--- config.mk ---
export PLATFORM = sky130hd
export DESIGN_NAME = mem_access_unit
export DESIGN_NICKNAME = d
export VERILOG_FILES = /design/src/rtl/simple_processor_pkg.sv /design/src/rtl/mem_timeout_cnt.sv /design/src/rtl/mem_access_unit.sv
export SDC_FILE = /design/constraint.sdc
export NUM_CORES = 1
export LEC_CHECK = 0
export BUFFER_PORTS_ARGS = -buffer_cell sky130_fd_sc_hd__buf_4
export CAP_MARGIN = 5
export CORE_MARGIN = 4
export CORE_UTILIZATION = 45
export CTS_BUF_LIST = sky130_fd_sc_hd__clkbuf_8 sky130_fd_sc_hd__clkbuf_16
export CTS_CLUSTER_SIZE = 40
export DETAILED_ROUTE_END_ITERATION = 8
export GPL_ROUTABILITY_DRIVEN = 0
export PLACE_DENSITY = 0.88
export SKIP_CTS_REPAIR_TIMING = 1
export SLEW_MARGIN = 20
export SYNTH_ARGS = -nofsm -noshare
export SYNTH_HDL_FRONTEND = slang
export SYNTH_SLANG_ARGS = --single-unit
--- constraint.sdc ---
create_clock -name clk_i -period 2.1 [get_ports clk_i]
set_input_delay 0.21 -clock clk_i [delete_from_list [all_inputs] [get_ports clk_i]]
set_output_delay 0.21 -clock clk_i [all_outputs]
set_load 0.02 [all_outputs]
--- src/rtl/simple_processor_pkg.sv ---
// simple_processor_pkg
//   Shared types and constants for the simple processor datapath.
//   DATA_WIDTH / ADDR_WIDTH : datapath width and register-index width
//   func_t                  : execute-stage function codes (LOAD/STORE used by memory stage)
//   mem_state_e             : state encoding of the data-memory access stage
//   MEM_TIMEOUT_DEF         : default memory-access timeout in cycles
package simple_processor_pkg;

  localparam int DATA_WIDTH = 32;
  localparam int ADDR_WIDTH = 5;

  typedef enum logic [2:0] {
    ADD   = 3'd0,
    SUB   = 3'd1,
    LOAD  = 3'd2,
    STORE = 3'd3,
    NOP   = 3'd4
  } func_t;

  typedef enum logic [1:0] {
    IDLE   = 2'd0,
    ISSUE  = 2'd1,
    WAIT_R = 2'd2,
    DONE   = 2'd3
  } mem_state_e;

  localparam int MEM_TIMEOUT_DEF = 16;

endpackage

--- src/rtl/mem_timeout_cnt.sv ---
// mem_timeout_cnt
//   Cycle counter bounding how long a memory access may stay outstanding.
//   clk_i      : clock
//   rst_i      : synchronous active-high reset
//   clr_i      : return counter to zero (priority over en_i)
//   en_i       : count this cycle
//   expired_o  : counter has reached TIMEOUT_CYCLES-1 (the last allowed cycle)
module mem_timeout_cnt #(
  parameter int TIMEOUT_CYCLES = 16
) (
  input  logic clk_i,
  input  logic rst_i,
  input  logic clr_i,
  input  logic en_i,
  output logic expired_o
);

  localparam int CW = $clog2(TIMEOUT_CYCLES + 1);

  logic [CW-1:0] r_cnt;

  always_ff @(posedge clk_i) begin
    if (rst_i) begin
      r_cnt <= '0;
    end else if (clr_i) begin
      r_cnt <= '0;
    end else if (en_i) begin
      r_cnt <= r_cnt + CW'(1);
    end
  end

  // The FSM leaves ISSUE/WAIT_R the same cycle this is seen, so the
  // counter never has to saturate.
  assign expired_o = (r_cnt == CW'(TIMEOUT_CYCLES - 1));

endmodule

--- src/rtl/mem_access_unit.sv ---
// mem_access_unit
//   Data-memory access stage behind the LOAD/STORE execute block. Takes one
//   request at a time, drives a valid/ready request to data memory, waits for
//   rvalid on loads and returns a one-cycle completion to writeback.
//   Ports:
//     clk_i, rst_i                  : clock, synchronous active-high reset
//     req_valid_i / req_ready_o     : request handshake from execute stage
//     func_i, addr_i, wdata_i       : function, byte address, store data
//     rd_addr_i                     : destination register, carried to rsp_rd_addr_o
//     dmem_valid_o / dmem_ready_i   : memory request handshake
//     dmem_we_o, dmem_addr_o,
//     dmem_wdata_o                  : latched request fields
//     dmem_rvalid_i, dmem_rdata_i   : memory read return
//     rsp_valid_o, rsp_data_o,
//     rsp_rd_addr_o, rsp_err_o      : completion to writeback
//     busy_o                        : unit is not idle (pipeline stalls)
module mem_access_unit
  import simple_processor_pkg::*;
#(
  parameter int TIMEOUT_CYCLES = MEM_TIMEOUT_DEF
) (
  input  logic                  clk_i,
  input  logic                  rst_i,
  input  logic                  req_valid_i,
  output logic                  req_ready_o,
  input  func_t                 func_i,
  input  logic [DATA_WIDTH-1:0] addr_i,
  input  logic [DATA_WIDTH-1:0] wdata_i,
  input  logic [ADDR_WIDTH-1:0] rd_addr_i,
  output logic                  dmem_valid_o,
  input  logic                  dmem_ready_i,
  output logic                  dmem_we_o,
  output logic [DATA_WIDTH-1:0] dmem_addr_o,
  output logic [DATA_WIDTH-1:0] dmem_wdata_o,
  input  logic                  dmem_rvalid_i,
  input  logic [DATA_WIDTH-1:0] dmem_rdata_i,
  output logic                  rsp_valid_o,
  output logic [DATA_WIDTH-1:0] rsp_data_o,
  output logic [ADDR_WIDTH-1:0] rsp_rd_addr_o,
  output logic                  rsp_err_o,
  output logic                  busy_o
);

  mem_state_e            r_state;
  mem_state_e            w_state_next;
  logic                  r_we;
  logic [DATA_WIDTH-1:0] r_addr;
  logic [DATA_WIDTH-1:0] r_wdata;
  logic [ADDR_WIDTH-1:0] r_rd;
  logic [DATA_WIDTH-1:0] r_rdata;
  logic                  r_err;

  logic w_is_mem_op;
  logic w_misaligned;
  logic w_accept;
  logic w_capture;
  logic w_timeout;
  logic w_cnt_clr;
  logic w_cnt_en;
  logic w_expired;

  assign w_is_mem_op  = (func_i == LOAD) || (func_i == STORE);
  assign w_misaligned = (addr_i[1:0] != 2'b00);

  mem_timeout_cnt #(
    .TIMEOUT_CYCLES(TIMEOUT_CYCLES)
  ) u_timeout (
    .clk_i    (clk_i),
    .rst_i    (rst_i),
    .clr_i    (w_cnt_clr),
    .en_i     (w_cnt_en),
    .expired_o(w_expired)
  );

  always_ff @(posedge clk_i) begin
    if (rst_i) begin
      r_state <= IDLE;
    end else begin
      r_state <= w_state_next;
    end
  end

  always_comb begin
    w_state_next = r_state;
    w_accept     = 1'b0;
    w_capture    = 1'b0;
    w_timeout    = 1'b0;
    w_cnt_clr    = 1'b0;
    w_cnt_en     = 1'b0;
    case (r_state)
      IDLE: begin
        // Non-memory functions are accepted (ready is high) but produce nothing.
        if (req_valid_i && w_is_mem_op) begin
          w_accept = 1'b1;
          if (w_misaligned) begin
            w_state_next = DONE;
          end else begin
            w_state_next = ISSUE;
            w_cnt_clr    = 1'b1;
          end
        end
      end
      ISSUE: begin
        w_cnt_en = 1'b1;
        if (dmem_ready_i) begin
          if (r_we) begin
            w_state_next = DONE;
          end else if (dmem_rvalid_i) begin
            // Memory returned data in the handshake cycle itself.
            w_capture    = 1'b1;
            w_state_next = DONE;
          end else if (w_expired) begin
            w_timeout    = 1'b1;
            w_state_next = DONE;
          end else begin
            w_state_next = WAIT_R;
          end
        end else if (w_expired) begin
          w_timeout    = 1'b1;
          w_state_next = DONE;
        end
      end
      WAIT_R: begin
        w_cnt_en = 1'b1;
        if (dmem_rvalid_i) begin
          w_capture    = 1'b1;
          w_state_next = DONE;
        end else if (w_expired) begin
          w_timeout    = 1'b1;
          w_state_next = DONE;
        end
      end
      DONE: begin
        w_state_next = IDLE;
      end
      default: begin
        w_state_next = IDLE;
      end
    endcase
  end

  always_ff @(posedge clk_i) begin
    if (rst_i) begin
      r_we    <= 1'b0;
      r_addr  <= '0;
      r_wdata <= '0;
      r_rd    <= '0;
      r_rdata <= '0;
      r_err   <= 1'b0;
    end else if (w_accept) begin
      r_we    <= (func_i == STORE);
      r_addr  <= addr_i;
      r_wdata <= wdata_i;
      r_rd    <= rd_addr_i;
      r_rdata <= '0;
      r_err   <= w_misaligned;
    end else if (w_capture) begin
      r_rdata <= dmem_rdata_i;
    end else if (w_timeout) begin
      r_rdata <= '0;
      r_err   <= 1'b1;
    end
  end

  assign req_ready_o   = (r_state == IDLE) && !rst_i;
  assign busy_o        = (r_state != IDLE);
  assign dmem_valid_o  = (r_state == ISSUE);
  assign dmem_we_o     = r_we;
  assign dmem_addr_o   = r_addr;
  assign dmem_wdata_o  = r_wdata;
  assign rsp_valid_o   = (r_state == DONE);
  assign rsp_data_o    = r_rdata;
  assign rsp_rd_addr_o = r_rd;
  assign rsp_err_o     = r_err;

endmodule

==> metrics.log, run 1 <==
INFO  metric drt-wirelength-per-cell = 14.3 um
INFO  metric power_density = 839 nW/um^2
INFO  metric layout_worst_path_cycle_share = 95.9%
INFO  metric power = 5.06 mW
INFO  metric residual_overflow_from_global_routing = 0
INFO  metric number_of_distinct_library_cells_after_synthesis = 35
INFO  metric ios = 216
INFO  metric cts.sink_count = 110
INFO  metric layout-area-overhead-vs-synth = 43.3%
INFO  metric core = 9150 sq um
INFO  metric report.final.hold_viol_count = 0
INFO  metric max_freq = 0.496 GHz
INFO  metric number_of_instances_in_the_placed_design = 807
INFO  metric viasPerCell = 5.03
INFO  metric netlist_top_cells_count = sky130_fd_sc_hd__nand2_1 (174), sky130_fd_sc_hd__dfxtp_1 (110), sky130_fd_sc_hd__a21oi_1 (94)
INFO  metric num_vias = 4143
INFO  metric max_cap_viol_count = 0
INFO  metric groute.usage.overall = 21.1%
INFO  metric clk_network_pwr_share = 26.1%
INFO  metric route.antenna.remaining_nets = 0
INFO  metric ys_warn_count = 0
INFO  metric postSynth.asyncResetShare = 0%
INFO  metric synth-edff-count = 0
INFO  metric port_buffers = 215
INFO  metric grt_pass1_vias = 4042
INFO  metric vdd.ir_drop.worst = 0.000432 V
INFO  metric detail_route.drc_violations = 0
INFO  metric worstSetupStartpointType = register
INFO  metric cpLargestDelayFamily = simple AND/OR/NAND/NOR gates
INFO  metric nNetsFinal = 823
INFO  metric critical_path_arrival = 2.30 ns
INFO  metric switching_component_of_the_power = 1.63 mW
INFO  metric final_core_util = 65.9%
INFO  metric postSynthNetCount = 624
INFO  metric finalWorstPathRequiredPeriod = 2.01 ns
INFO  metric post_layout_nonfiller_instances = 823
INFO  metric clk_pin_slew = 0.12 ns
INFO  metric p_comb_share = 27.2%
INFO  metric power_report.internal_total = 3.43 mW
INFO  metric drt_pre_antenna_iters = 5
INFO  metric critical_path.cell_chain = ha_1, and3_1, ha_1, and4b_4, a41oi_4, buf_4, nand3_1, a21oi_1
INFO  metric synthTopCellsByArea = sky130_fd_sc_hd__dfxtp_1 (52%), sky130_fd_sc_hd__nand2_1 (16%), sky130_fd_sc_hd__a21oi_1 (11%), sky130_fd_sc_hd__nand3_1 (3.7%), sky130_fd_sc_hd__buf_6 (2.1%)
INFO  metric fp.dieH = 105 um
INFO  metric proportion_of_synthesized_chip_area_in_sequential_cells = 52.3%
INFO  metric buf_inv_on_cp = 1
INFO  metric cts-htree-levels = 3
INFO  metric cts-root-to-sink-buffers = 2
INFO  metric syn-instance-count = 508
INFO  metric initial_standard_cell_utilization_of_the_core = 46.0%
INFO  metric critical_path_class = reg -> reg
INFO  metric timing.clock.skew = 0.0122 ns
INFO  metric drive_above_1_share = 36.1%
INFO  metric dr.first_iter.drc_count = 179
INFO  metric hold_worst_slack = 0.0803 ns
INFO  metric synth_top_cell_by_area = sky130_fd_sc_hd__dfxtp_1
INFO  metric routed_wl = 11.8 mm
INFO  metric critical_path.most_common_cell = sky130_fd_sc_hd__ha_1
INFO  metric p_seq_share = 46.6%
INFO  metric outcome = finished clean
INFO  metric netlist.area_leader.share = 52.3%
INFO  metric maxSlewViolCount = 0
INFO  metric die_outline_width = 105 um
INFO  metric p_sw_share = 32.3%
INFO  metric die-area = 11000 sq um
INFO  metric relSlewSlack = 71.8%
INFO  metric critical_path_peak_fanout = 16
INFO  metric dp.final_hpwl = 8.86 mm
INFO  metric cts_root_buffer = sky130_fd_sc_hd__clkbuf_8
INFO  metric critical_path_required = 2.38 ns
INFO  metric fp-row-count = 35
INFO  metric synth.most_common_cell = sky130_fd_sc_hd__nand2_1
INFO  metric yosys_register_bits = 110
INFO  metric critPathCaptureType = register
INFO  metric dominantRegCellSynth = sky130_fd_sc_hd__dfxtp_1
INFO  metric grt_setup_unrepaired = true
INFO  metric slowest_delay = 0.35 ns
INFO  metric power.leakage = 2.59 nW
INFO  metric num_antenna_cells = 0
INFO  metric numCtsBuffers = 9
INFO  metric report.final.setup_viol = 0
INFO  metric first_pass_grt_wire_length = 19.2 mm
INFO  metric cts_tree = built
INFO  metric tightest_slew = 0.419 ns
INFO  metric synth.avg_cell_area = 8.28 sq um
INFO  metric grt_start_max_net_pins = 71
INFO  metric critical_path.slowest_cell = sky130_fd_sc_hd__dfxtp_1
INFO  metric mappedNetlistArea = 4210 sq um
INFO  metric hp-class = in -> reg
INFO  metric antenna_violations_before_repair = 0
INFO  metric clock_latency = 0.36 ns
## power by group through the flow
stage | sequential, mW | combinational [mW] | clock, mW
6_report | 2.36 | 1.38 | 1.32
5_1_grt | 2.38 | 1.50 | 1.46
4_1_cts | 2.36 | 1.39 | 1.36
3_5_place_dp | 2.41 | 1.38 | 0
3_3_place_gp | 2.40 | 1.34 | 0
2_1_floorplan | 2.55 | 0.701 | 0
## sequential cells by signal (all words and copies together), names as in the netlist
| name | cells |
|---|---|
| rsp_data_o | 32 |
| dmem_wdata_o | 32 |
| dmem_we_o | 1 |
| r_state | 2 |
| dmem_addr_o | 32 |
| rsp_err_o | 1 |
| u_timeout.r_cnt | 5 |
| rsp_rd_addr_o | 5 |
## layout by cell type (no fill, tap or decap), drive strengths merged, types with 2 or more instances in the layout
cell type  netlist  layout
buf             16     226
ha               7       7
a21oi          104     104
clkinv           0       2
inv              6      10
xor2             2       2
mux2i            2       2
clkbuf          22       9
o21ai            3       3
and4b            2       2
o31ai            2       2
nand3           32      32
nand2          174     174
a21o             2       2
dfxtp          110     110
nor2            10      10
## routing by layer
layer	GRT usage (%)	vias up	wire (um)
li1	-	2067	-
met3	8.28	26	1110
met4	8.90	0	304
met5	0	-	0
met1	23.3	1887	4570
met2	36.2	163	5810
## area by class of cell
class	count	area, sq um
clock inverters	7	82.6
multi-input cells	354	1740
fillers	725	3120
repair buffers	226	1720
flip-flops and latches	110	2200
inverters	6	22.5
clock buffers	9	124
well taps	111	139
## final timing paths
kind | cells after the start | end | from | slack (ns)
hold / removal | 3 | dmem_addr_o[30]$_SDFFE_PP0P_ | addr_i[30] | 0.08
setup / recovery | 8 | rsp_data_o[25]$_SDFFE_PP0P_ | u_timeout.r_cnt[0]$_SDFFE_PP0P_ | 0.09
setup reg to reg | 8 | rsp_data_o[25]$_SDFFE_PP0P_ | u_timeout.r_cnt[0]$_SDFFE_PP0P_ | 0.09
hold reg to reg | 2 | dmem_wdata_o[12]$_SDFFE_PP0P_ | dmem_wdata_o[12]$_SDFFE_PP0P_ | 0.46
## logic make-up (layout without fill, tap and decap cells)
kind of cell / count (synthesis) / count (layout) / share of synthesized area, %
xor gates and xnor gates: 3 / 3 / 0.625
DFF: 110 / 110 / 52.3
adders and majority gates: 7 / 7 / 2.08
muxes: 2 / 2 / 0.476
buffers and inverters: 44 / 248 / 6.39
and+or+nand+nor: 224 / 224 / 21.9
AOI/OAI and AO/OA: 118 / 118 / 16.2
## per-stage QoR
step	setup TNS [ns]	worst slack [ns]	area (sq um)
2_1_floorplan	0	0.253	4210
3_3_place_gp	0	0.169	5820
3_5_place_dp	0	0.121	5820
4_1_cts	0	0.0811	6030
5_1_grt	-0.109	-0.0298	6030
6_report	0	0.0854	6030
## worst reg2reg max path: cells and delay by family (launching register included)
kind / cells / cell delay [ns]
adders and majority gates: 2 / 0.46
DFF: 1 / 0.35
and+or+nand+nor: 3 / 0.53
AOI/OAI and AO/OA: 2 / 0.36
buffers and inverters: 1 / 0.25
Note: power is estimated with default switching activity, not from simulation.
==> run 2: changes to the inputs <==
--- a/config.mk
+++ b/config.mk
@@ -10,5 +10,4 @@
 export CORE_MARGIN = 4
 export CORE_UTILIZATION = 45
-export CTS_BUF_LIST = sky130_fd_sc_hd__clkbuf_8 sky130_fd_sc_hd__clkbuf_16
 export CTS_CLUSTER_SIZE = 40
 export DETAILED_ROUTE_END_ITERATION = 8
==> constraint.sdc (replaced) <==
create_clock -name clk_i -period 2.1 [get_ports clk_i]
set_input_delay 0.42 -clock clk_i [delete_from_list [all_inputs] [get_ports clk_i]]
set_output_delay 0.42 -clock clk_i [all_outputs]
set_load 0.02 [all_outputs]
==> run 2 against run 1 <==
Net effect: routed wire length is 2.0% higher; global-route usage rose by 0.50 points; largest cell class unchanged; final cell count increased by 0.12%; sequential share of layout area is essentially flat; fmax is 1.5% higher; setup slack better by 0.030 ns.
==> metrics.log, run 2 (synthesized netlist as in run 1, its figures left out) <==
INFO  metric dr.first_iter.drc_count = 202
INFO  metric drt_pre_antenna_iters = 4
INFO  metric vdd.ir_drop.worst = 0.000523 V
INFO  metric maxSlewViolCount = 0
INFO  metric rr_endpoint = rsp_data_o[14]$_SDFFE_PP0P_
INFO  metric routed_wl = 12.0 mm
INFO  metric cts_tree = built
INFO  metric clock_latency = 0.36 ns
INFO  metric fp.dieH = 105 um
INFO  metric layout-area-overhead-vs-synth = 43.4%
INFO  metric worstSetupStartpointType = register
INFO  metric rr_worst_depth = 8
INFO  metric die_outline_width = 105 um
INFO  metric die-area = 11000 sq um
INFO  metric clk_pin_slew = 0.11 ns
INFO  metric hold_worst_slack = 0.290 ns
INFO  metric max_cap_viol_count = 0
INFO  metric grt_setup_unrepaired = false
INFO  metric hp-class = in -> reg
INFO  metric gr-usage-met3 = 7.91%
INFO  metric cts.sink_count = 110
INFO  metric num_vias = 4166
INFO  metric cts-root-to-sink-buffers = 2
INFO  metric grt_busiest_layer = met2
INFO  metric design_area = 6030 sq um
INFO  metric dp.final_hpwl = 9.03 mm
INFO  metric report.final.setup_viol = 0
INFO  metric grtUsageMet1 = 23.1%
INFO  metric mostFrequentLayoutCell = sky130_fd_sc_hd__buf_4
INFO  metric outcome = finished clean
INFO  metric timing.clock.skew = 0.0131 ns
INFO  metric timing.reg2reg.setup_slack = 0.12 ns
INFO  metric antenna_violations_before_repair = 0
INFO  metric cts_root_buffer = sky130_fd_sc_hd__clkbuf_8
INFO  metric tightest_slew = 0.435 ns
INFO  metric relSlewSlack = 70.7%
INFO  metric hold_path_startpoint = addr_i[30]
INFO  metric initial_standard_cell_utilization_of_the_core = 46.0%
INFO  metric power = 4.98 mW
INFO  metric power_density = 826 nW/um^2
INFO  metric critical_path_peak_fanout = 17
INFO  metric num_antenna_cells = 0
INFO  metric fp-row-count = 35
INFO  metric drive_above_1_share = 36.5%
INFO  metric critical_path_arrival = 2.27 ns
INFO  metric port_buffers = 215
INFO  metric route.antenna.remaining_nets = 0
INFO  metric critical_path_required = 2.38 ns
INFO  metric max_freq = 0.504 GHz
INFO  metric first_pass_grt_wire_length = 19.7 mm
INFO  metric reg2reg_from = u_timeout.r_cnt[0]$_SDFFE_PP0P_
INFO  metric viasPerCell = 5.06
INFO  metric drt-wirelength-per-cell = 14.6 um
INFO  metric most-common-layout-cells = sky130_fd_sc_hd__buf_4 (223), sky130_fd_sc_hd__nand2_1 (174), sky130_fd_sc_hd__dfxtp_1 (110), sky130_fd_sc_hd__a21oi_1 (94), sky130_fd_sc_hd__nand3_1 (31)
INFO  metric detail_route.drc_violations = 0
INFO  metric residual_overflow_from_global_routing = 0
INFO  metric numCtsBuffers = 9
INFO  metric report.final.hold_viol_count = 0
INFO  metric grt_start_max_net_pins = 71
INFO  metric gr-usage-met2 = 38.9%
INFO  metric power.leakage = 2.57 nW
INFO  metric ios = 216
INFO  metric cts-htree-levels = 3
INFO  metric detailed_place.area = 5830 sq um
INFO  metric core = 9150 sq um
INFO  metric critical_path_class = reg -> reg
INFO  metric layout_worst_path_cycle_share = 94.5%
INFO  metric grt_pass1_vias = 4187
INFO  metric critPathCaptureType = register
INFO  metric nNetsFinal = 824
INFO  metric groute.usage.overall = 21.6%
INFO  metric hold-path-endpoint = dmem_addr_o[30]$_SDFFE_PP0P_
INFO  metric final.setup.tns = 0 ns
INFO  metric finalWorstPathRequiredPeriod = 1.98 ns
INFO  metric timing.hold.worst_path_depth = 3
run 2: worst max path at each step:
| stage | slack [ns] | endpoint | startpoint | depth (start not counted) |
|---|---|---|---|---|
| floorplan | 0.25 | rsp_data_o[10]$_SDFFE_PP0P_ | u_timeout.r_cnt[0]$_SDFFE_PP0P_ | 8 |
| global placement | 0.15 | rsp_err_o$_SDFFE_PP0P_ | u_timeout.r_cnt[0]$_SDFFE_PP0P_ | 8 |
| detailed placement | 0.13 | rsp_data_o[14]$_SDFFE_PP0P_ | u_timeout.r_cnt[0]$_SDFFE_PP0P_ | 8 |
| CTS | 0.10 | rsp_data_o[14]$_SDFFE_PP0P_ | u_timeout.r_cnt[0]$_SDFFE_PP0P_ | 8 |
| global route | 0.01 | rsp_data_o[14]$_SDFFE_PP0P_ | u_timeout.r_cnt[0]$_SDFFE_PP0P_ | 8 |
| finish | 0.12 | rsp_data_o[14]$_SDFFE_PP0P_ | u_timeout.r_cnt[0]$_SDFFE_PP0P_ | 8 |
run 2: per-layer routing:
layer  routed length (um)  vias to the layer above  share of wire, %
met5                    0                        -                 0
met4                  259                        0               2.2
met3                 1190                       21               9.9
met2                 6030                      170                50
met1                 4550                     1910                38
li1                     -                     2065                 -
run 2: power by group:
part           total, mW  internal, mW  leakage [nW]  switching [mW]
Clock               1.24         0.486        0.0925           0.752
Sequential          2.36          2.26         0.891           0.104
Combinational       1.39         0.602          1.59           0.784
run 2: per-stage QoR:
stage | worst slack [ns] | cells | utilization, %
2_1_floorplan | 0.253 | 508 | -
4_1_cts | 0.100 | 824 | 65.8
3_3_place_gp | 0.149 | 808 | 63.7
3_5_place_dp | 0.125 | 808 | 63.7
5_1_grt | 0.0100 | 824 | 65.9
6_report | 0.115 | 824 | 65.9
run 2: worst max-delay path, stage by stage (launching register included):
cell and delay (ns):
sky130_fd_sc_hd__dfxtp_1 0.35, sky130_fd_sc_hd__ha_1 0.21, sky130_fd_sc_hd__and3_1 0.18, sky130_fd_sc_hd__ha_1 0.25, sky130_fd_sc_hd__and4b_4 0.23, sky130_fd_sc_hd__a41oi_4 0.20
sky130_fd_sc_hd__buf_6 0.20, sky130_fd_sc_hd__nand3_1 0.11, sky130_fd_sc_hd__a21oi_1 0.17
run 2: area by class of cell:
type                            instances  area, sq um
Timing Repair Buffer                  227         1740
Fill cell                             754         3120
Clock buffer                           10          138
Clock inverter                          6         55.1
Multi-Input combinational cell        354         1740
Tap cell                              111          139
Inverter                                6         22.5
Sequential cell                       110         2200
==> run 3: changes to the inputs <==
Settings changed: CORE_UTILIZATION 45 to 41, GPL_TIMING_DRIVEN set to 0, PLACE_DENSITY 0.88 to 0.85.
Clock period 2.1 ns to 1.7 ns, I/O delays scaled along.
==> run 3 against run 2 <==
Net effect: the flow now finishes with violations (negative setup slack); via count up 3.9%; register-to-register slack worse by 0.27 ns; flip-flop and latch count unchanged; count of clock-buffer cells in the layout unchanged; first-iteration DRC count up 33%; global-route usage down 1.3 points; critical path depth up 1; largest power group unchanged.
==> metrics.log, run 3 (synthesized netlist as in run 1, its figures left out) <==
INFO  metric outcome = finished with violations
INFO  metric violated_checks = negative setup slack
INFO  metric power.leakage = 2.71 nW
INFO  metric rr_worst_depth = 9
INFO  metric finalWorstPathRequiredPeriod = 1.85 ns
INFO  metric critical_path.cell_chain = ha_4, and3_4, ha_4, and4b_4, a41oi_4, buf_6, buf_6, nand3_1, a21oi_1
INFO  metric critical_path_class = reg -> reg
INFO  metric routed_wl = 12.7 mm
INFO  metric max_freq = 0.541 GHz
INFO  metric die_outline_width = 109 um
INFO  metric worstSetupStartpointType = register
INFO  metric timing.reg2reg.setup_slack = -0.15 ns
INFO  metric cts-htree-levels = 3
INFO  metric core = 9860 sq um
INFO  metric design_area = 6380 sq um
INFO  metric most-common-layout-cells = sky130_fd_sc_hd__buf_4 (222), sky130_fd_sc_hd__nand2_1 (174), sky130_fd_sc_hd__dfxtp_1 (106), sky130_fd_sc_hd__a21oi_1 (89), sky130_fd_sc_hd__nand3_1 (29)
INFO  metric post_layout_nonfiller_instances = 880
INFO  metric dr.first_iter.drc_count = 268
INFO  metric reg2reg_from = u_timeout.r_cnt[0]$_SDFFE_PP0P_
INFO  metric power_density = 990 nW/um^2
INFO  metric route.antenna.remaining_nets = 0
INFO  metric critical_path_peak_fanout = 5
INFO  metric grt_pass1_vias = 4231
INFO  metric detail_route.drc_violations = 0
INFO  metric grt_setup_unrepaired = true
INFO  metric viasPerCell = 4.92
INFO  metric fp.dieH = 109 um
INFO  metric dp_worst_setup_slack = -0.288 ns
INFO  metric slowest_delay = 0.36 ns
INFO  metric drive_above_1_share = 40.8%
INFO  metric cts_root_buffer = sky130_fd_sc_hd__clkbuf_8
INFO  metric max_cap_viol_count = 0
INFO  metric num_vias = 4329
INFO  metric layout-area-overhead-vs-synth = 51.5%
INFO  metric antenna_violations_before_repair = 0
INFO  metric final_critical_path_setup_slack = -0.150 ns
INFO  metric initial_standard_cell_utilization_of_the_core = 42.7%
INFO  metric final_core_util = 64.6%
INFO  metric cts_tree = built
INFO  metric rr_endpoint = rsp_data_o[28]$_SDFFE_PP0P_
INFO  metric drt_pre_antenna_iters = 5
INFO  metric maxSlewViolCount = 0
INFO  metric drt-wirelength-per-cell = 14.4 um
INFO  metric fp-row-count = 36
INFO  metric ios = 216
INFO  metric residual_overflow_from_global_routing = 0
INFO  metric setup.worst_path.start = u_timeout.r_cnt[0]$_SDFFE_PP0P_
INFO  metric nNetsFinal = 859
INFO  metric critPathCaptureType = register
INFO  metric number_of_instances_in_the_placed_design = 856
INFO  metric num_antenna_cells = 0
INFO  metric final.setup.tns = -3.80 ns
INFO  metric dp.final_hpwl = 9.82 mm
INFO  metric grt_start_max_net_pins = 19
INFO  metric first_pass_grt_wire_length = 19.4 mm
INFO  metric detailed_place.area = 6010 sq um
INFO  metric groute.usage.overall = 20.4%
INFO  metric cts-root-to-sink-buffers = 2
INFO  metric hp-class = in -> reg
INFO  metric report.final.setup_viol = 32
INFO  metric clock_latency = 0.37 ns
INFO  metric numCtsBuffers = 9
INFO  metric port_buffers = 215
INFO  metric mostFrequentLayoutCell = sky130_fd_sc_hd__buf_4
INFO  metric die-area = 11900 sq um
INFO  metric critical_path_required = 2.01 ns
INFO  metric critical_path.slowest_cell = sky130_fd_sc_hd__dfxtp_2
INFO  metric clk_pin_slew = 0.10 ns
INFO  metric critical_path_arrival = 2.16 ns
INFO  metric worst_setup_path_endpoint = rsp_data_o[28]$_SDFFE_PP0P_
INFO  metric cts.sink_count = 110
INFO  metric timing.clock.skew = 0.0112 ns
INFO  metric relSlewSlack = 62.9%
INFO  metric tightest_slew = 0.556 ns
INFO  metric vdd.ir_drop.worst = 0.000450 V
INFO  metric layout_worst_path_cycle_share = 109%
INFO  metric report.final.hold_viol_count = 0
==> run 3: worst min-delay path by stage <==
stage	start	to	slack, ns	cells after the start
final	addr_i[3]	dmem_addr_o[3]$_SDFFE_PP0P_	0.21	3
after detailed placement	dmem_addr_o[9]$_SDFFE_PP0P_	dmem_addr_o[9]$_SDFFE_PP0P_	0.45	2
after global placement	dmem_addr_o[22]$_SDFFE_PP0P_	dmem_addr_o[22]$_SDFFE_PP0P_	0.44	2
after floorplan	u_timeout.r_cnt[4]$_SDFFE_PP0P_	u_timeout.r_cnt[4]$_SDFFE_PP0P_	0.47	2
after CTS	addr_i[3]	dmem_addr_o[3]$_SDFFE_PP0P_	0.19	3
after global routing	wdata_i[12]	dmem_wdata_o[12]$_SDFFE_PP0P_	0.19	3
==> run 3: power by group <==
| group | leakage [nW] | switching, mW | internal, mW |
|---|---|---|---|
| Clock | 0.0893 | 0.881 | 0.582 |
| Sequential | 0.893 | 0.145 | 2.80 |
| Combinational | 1.73 | 1.03 | 0.876 |
| Total | 2.71 | 2.06 | 4.26 |
==> run 3: cell type report <==
| cell class | count | area (sq um) |
|---|---|---|
| clock buffers | 10 | 138 |
| well taps | 133 | 166 |
| clock inverters | 5 | 42.5 |
| flip-flops and latches | 110 | 2210 |
| repair buffers | 225 | 1700 |
| plain buffers | 37 | 264 |
| fillers | 793 | 3490 |
| multi-input cells | 354 | 1830 |
| inverters | 6 | 22.5 |
==> run 3: through the flow <==
| step | total power, mW | hold slack [ns] |
|---|---|---|
| after global placement | 4.68 | 0.444 |
| after detailed placement | 4.76 | 0.447 |
| final | 6.31 | 0.206 |
| after floorplan | 4.03 | 0.471 |
| after CTS | 6.19 | 0.193 |
| after global routing | 6.66 | 0.195 |
==> run 3: worst max-delay path, delay by kind of cell (launching register included) <==
kind            cells  cell delay, ns
compound gates      2            0.35
simple gates        3            0.47
fa+ha+maj           2            0.33
flops               1            0.36
buf+inv             2            0.30
==> run 3: routing by layer <==
metal	global-route usage (%)	wire [um]	vias up
li1	-	-	2136
met1	22.4	4870	1985
met2	36.1	6390	177
met3	6.28	1100	31
met4	8.99	363	0
met5	0	0	-
